### src/rtl/uart_pkg.sv
// Shared UART definitions: FSM state encoding and legal frame-format ranges.
// Used by uart_tx, uart_rx and the baud-tick generator.
package uart_pkg;

  typedef enum logic [2:0] {
    IDLE   = 3'd0,
    SYNC   = 3'd1,
    START  = 3'd2,
    DATA   = 3'd3,
    PARITY = 3'd4,
    STOP   = 3'd5
  } uart_state_e;

  localparam int DATA_BITS_MIN = 5;
  localparam int DATA_BITS_MAX = 8;
  localparam int STOP_BITS_MIN = 1;
  localparam int STOP_BITS_MAX = 2;

  // Bit counter must span the longer of the data and stop phases.
  localparam int BIT_CNT_W = $clog2(DATA_BITS_MAX);

  localparam int BAUD_W = 16;

endpackage

### src/rtl/uart_tx.sv
// UART serialiser: one byte per valid/ready handshake, sent LSB-first as
// start, data, optional parity and 1-2 stop bits, one bit per Tick interval.
module uart_tx
  import uart_pkg::*;
#(
  parameter int DATA_BITS  = 8,
  parameter int PARITY_EN  = 0,
  parameter int PARITY_ODD = 0,
  parameter int STOP_BITS  = 1
)
(
  input  logic                 Clk,
  input  logic                 Rst_n,
  input  logic                 Tick,
  input  logic [DATA_BITS-1:0] Tx_Data,
  input  logic                 Tx_Valid,
  output logic                 Tx_Ready,
  output logic                 Tx,
  output logic                 Busy,
  output logic                 Tx_Done
);

  localparam logic [BIT_CNT_W-1:0] LAST_DATA = BIT_CNT_W'(DATA_BITS - 1);
  localparam logic [BIT_CNT_W-1:0] LAST_STOP = BIT_CNT_W'(STOP_BITS - 1);
  localparam logic [BIT_CNT_W-1:0] CNT_ONE   = BIT_CNT_W'(1);
  localparam logic                 ODD_BIT   = (PARITY_ODD != 0);
  localparam uart_state_e          AFTER_DATA = (PARITY_EN != 0) ? PARITY : STOP;

  uart_state_e            r_state, w_state_next;
  logic [DATA_BITS-1:0]   r_shift, w_shift_next;
  logic [BIT_CNT_W-1:0]   r_cnt,   w_cnt_next;
  logic                   r_parity, w_parity_next;
  logic                   r_tx,     w_tx_next;
  logic                   w_done;

  always_ff @(posedge Clk or negedge Rst_n) begin
    if (!Rst_n) begin
      r_state  <= IDLE;
      r_shift  <= '0;
      r_cnt    <= '0;
      r_parity <= 1'b0;
      r_tx     <= 1'b1;
    end else begin
      r_state  <= w_state_next;
      r_shift  <= w_shift_next;
      r_cnt    <= w_cnt_next;
      r_parity <= w_parity_next;
      r_tx     <= w_tx_next;
    end
  end

  always_comb begin
    w_state_next  = r_state;
    w_shift_next  = r_shift;
    w_cnt_next    = r_cnt;
    w_parity_next = r_parity;
    w_done        = 1'b0;

    unique case (r_state)
      // A Tick coinciding with the handshake is deliberately ignored here.
      IDLE: begin
        if (Tx_Valid) begin
          w_shift_next  = Tx_Data;
          w_parity_next = (^Tx_Data) ^ ODD_BIT;
          w_cnt_next    = '0;
          w_state_next  = SYNC;
        end
      end
      SYNC: begin
        if (Tick) w_state_next = START;
      end
      START: begin
        if (Tick) begin
          w_cnt_next   = '0;
          w_state_next = DATA;
        end
      end
      DATA: begin
        if (Tick) begin
          w_shift_next = r_shift >> 1;
          if (r_cnt == LAST_DATA) begin
            w_cnt_next   = '0;
            w_state_next = AFTER_DATA;
          end else begin
            w_cnt_next = r_cnt + CNT_ONE;
          end
        end
      end
      PARITY: begin
        if (Tick) begin
          w_cnt_next   = '0;
          w_state_next = STOP;
        end
      end
      STOP: begin
        if (Tick) begin
          if (r_cnt == LAST_STOP) begin
            w_cnt_next   = '0;
            w_done       = 1'b1;
            w_state_next = IDLE;
          end else begin
            w_cnt_next = r_cnt + CNT_ONE;
          end
        end
      end
      default: w_state_next = IDLE;
    endcase
  end

  // Line level is derived from the next state so every bit registers on the
  // same edge as its state change, keeping all bit widths identical.
  always_comb begin
    w_tx_next = 1'b1;
    unique case (w_state_next)
      START:   w_tx_next = 1'b0;
      DATA:    w_tx_next = w_shift_next[0];
      PARITY:  w_tx_next = w_parity_next;
      default: w_tx_next = 1'b1;
    endcase
  end

  assign Tx       = r_tx;
  assign Tx_Ready = (r_state == IDLE);
  assign Busy     = ~Tx_Ready;
  assign Tx_Done  = w_done;

endmodule

### config.mk
export PLATFORM = sky130hd
export DESIGN_NAME = uart_tx
export DESIGN_NICKNAME = d
export VERILOG_FILES = /design/src/rtl/uart_pkg.sv /design/src/rtl/uart_tx.sv
export SDC_FILE = /design/constraint.sdc
export NUM_CORES = 1
export LEC_CHECK = 0
export CORE_ASPECT_RATIO = 1.5
export CORE_UTILIZATION = 46
export CTS_CLUSTER_DIAMETER = 30
export DETAILED_ROUTE_END_ITERATION = 8
export PLACE_DENSITY = 0.73
export SYNTH_ARGS = -nofsm -noshare
export SYNTH_HDL_FRONTEND = slang
export SYNTH_SLANG_ARGS = --single-unit
### constraint.sdc
create_clock -name Clk -period 1.7 [get_ports Clk]
set_clock_uncertainty 0.05 [all_clocks]
set_input_delay 0.34 -clock Clk [delete_from_list [all_inputs] [get_ports Clk]]
set_output_delay 0.34 -clock Clk [all_outputs]
set_load 0.05 [all_outputs]
==> results.toml <==
[pwr]
power_leakage_nw = 0.741
vdd_drop_max_mv = 0.914
power_density_mw_per_mm2 = 1580
p_total_mw = 2.43

[setup_path]
critPathLaunchType = "flop"
critical-path-max-stage-delay_ns = 0.40
regToRegSetupSlack_ns = -0.14
worst-endpoint-arrival_ns = 1.52
crit_fanout = 2
timing_worst_setup_path_type = "reg2out"
crit_chain = "inv_1 > ha_4 > nand4b_1 > nor3b_4 > buf_12"
worst_ep_required_time_ns = 1.31
r2r_end = "Tx$_DFF_PN1_"
r2r-start = "r_cnt[0]$_DFFE_PN0P_"
slowest_stage = "dfrtp_1"
rr_worst_depth = 7
cp-end-kind = "output port"

[global_routing]
overflow = 0
antenna_found_initial = 0
grt_max_degree = 14
grt_pass1_vias = 942
track_usage_pct = 24.4
grt_pass1_wl_um = 3970

[outcome]
violations = "setup timing"
status = "finished with violations"

[floorplanning]
die_x_um = 39.8
io_pins = 16
die_h_um = 58.6
die_area_mm2 = 0.00233
row_count = 20
start_util_pct = 48.5
core_area_mm2 = 0.00203

[synthesis]
syn_area_per_cell_um2 = 9.64
ys_async_sr_fraction_pct = 100
ys_ff_latch = 16
ys_warn_count = 0
synth_cell_types = 34
synth_ff_type = "dfrtp_1"
syn-cell-area_um2 = 983
synth_nets = 117
synth-edff-count = 0
synth_cells = 102
seq_area_frac_synth_pct = 40.8

[clock_tree]
htree_levels = 1
path_clk_slew_ns = 0.09
insertion_delay_ns = 0.29
cts_buffers = 3
cts-root-buf = "clkbuf_4"
cts_num_sinks = 16
ctsLongestPathBuffers = 2
cts_tree = "yes"

[placement]
dpl_cell_area_mm2 = 0.00132
hpwlAfterDp_um = 1690
pre_cts_slack_ns = -0.353
gp_congestion = 0.737
placed_cells = 148
io_buffers = 15

[finish]
post-route-util_pct = 75.8
fin_area_mm2 = 0.00154
drive_gt1_share_pct = 35.7
area_delta_synth_final_pct = 56.2
final_cells = 165
antennaDiodeCount = 0
final_nets = 159
n_fill_cell = 149

[timing]
report.final.slew_viol_count = 0
finalSetupTns_ns = -0.583
fin_crit_sh_pct = 112
tightestPinTransition_ns = 0.348
period_needed_ns = 1.91
setup-violations-final = 8
hold_viol = 0
setup_ws_ns = -0.208
holdWs_ns = 0.227
max_freq_mhz = 524
rsz0062_at_grt = "yes"
slew-limit-headroom_pct = 76.8

[drt]
post_drt_wl_per_cell_um = 15.3
route.detailed.drc = 0
route.antenna.remaining_nets = 0
first_pass_iters = 5
vias = 969
via_per_inst = 5.87
routed_wirelength_um = 2530
drtIter0Drc = 33

[run]
drv.max_cap_violation_count = 0

[hold_path]
hp-class = "in2async"
[layout by cell type (no fill, tap or decap), types with 4 or more instances in the layout]
cell type        instances
buf_4                   21
dfrtp_1                 15
inv_1                   10
clkdlybuf4s50_1          9
buf_6                    9
xnor2_1                  7
a21oi_1                  6
a222oi_1                 6
nor2_1                   4
a22o_1                   4
buf_12                   4
[logic make-up (layout without fill, tap and decap cells)]
| family | count (synthesis) | count (layout) | share of synthesized area, % |
|---|---|---|---|
| AOI/OAI and AO/OA | 31 | 31 | 24.2 |
| xor gates and xnor gates | 8 | 8 | 7.12 |
| adders and majority gates | 3 | 3 | 3.82 |
| buffers and inverters | 20 | 61 | 9.03 |
| DFF | 16 | 16 | 40.8 |
| and+or+nand+nor | 24 | 24 | 15.0 |
[report_power, final]
part	total [mW]	switching, mW	internal [mW]
clock network	0.251	0.120	0.130
logic	1.54	0.689	0.850
registers	0.639	0.102	0.537
[synthesized netlist by cell type (2+ instances only)]
master    count  area, um^2
dfrtp_1      15         375
o21ai_0       2        10.0
inv_1        12        45.0
ha_1          3        37.5
nand2b_1      3        18.8
buf_2         5        25.0
a22o_1        4        35.0
nand3_1       3        15.0
a21oi_1       6        30.0
a222oi_1      6        60.1
nor3b_1       2        15.0
clkbuf_1      2        7.51
o21bai_1      2        15.0
nand2_1       3        11.3
a21o_1        2        15.0
xnor2_1       7        61.3
a211o_1       2        17.5
nor4b_1       2        17.5
nor2_1        4        15.0
or3_1         3        18.8
[metal layers]
| metal | track usage, % | vias up | share of wire (%) |
|---|---|---|---|
| met5 | 0 | - | 0 |
| met1 | 26.6 | 480 | 39 |
| li1 | - | 460 | - |
| met2 | 45.4 | 25 | 58 |
| met3 | 1.13 | 4 | 2.2 |
| met4 | 10.3 | 0 | 1.1 |
[sequential cells by signal (all words and copies together) (netlist names)]
name / count
r_parity: 1
Tx: 1
r_cnt: 3
r_state: 3
r_shift: 8
[worst max path at each step]
| stage | start | to | slack (ns) | depth (start not counted) |
|---|---|---|---|---|
| after floorplan | r_state[2]$_DFF_PN0_ | Tx_Ready | -0.04 | 4 |
| after global placement | Tx_Valid | Tx$_DFF_PN1_ | -0.31 | 5 |
| after detailed placement | Tx_Valid | r_shift[6]$_DFFE_PN0P_ | -0.35 | 6 |
| after CTS | r_cnt[0]$_DFFE_PN0P_ | Tx_Done | -0.18 | 5 |
| after global routing | r_cnt[0]$_DFFE_PN0P_ | Tx_Done | -0.25 | 5 |
| final | r_cnt[0]$_DFFE_PN0P_ | Tx_Done | -0.21 | 5 |
[cell type report]
type                            instances  area, um^2  area share [%]
Tap cell                               22        27.5            1.79
Sequential cell                        16         402            26.1
Inverter                               12        48.8            3.18
Clock buffer                            4        36.3            2.36
Multi-Input combinational cell         66         576            37.5
Timing Repair Buffer                   45         447            29.1
[timing repair]
action / in CTS / in global routing
pin swaps: 6 / 7
hold buffers: 0 / 0
setup buffers: 13 / 1
setup endpoints to repair: 10 / 12
gates resized for setup: 12 / 9
[worst max-delay path, delay by kind of cell, from the launching register on]
family        cells  cell delay [ns]
flops             1             0.40
fa+ha+maj         1             0.15
simple gates      2             0.42
buf+inv           2             0.27
Power figures use the tool's default switching activity.
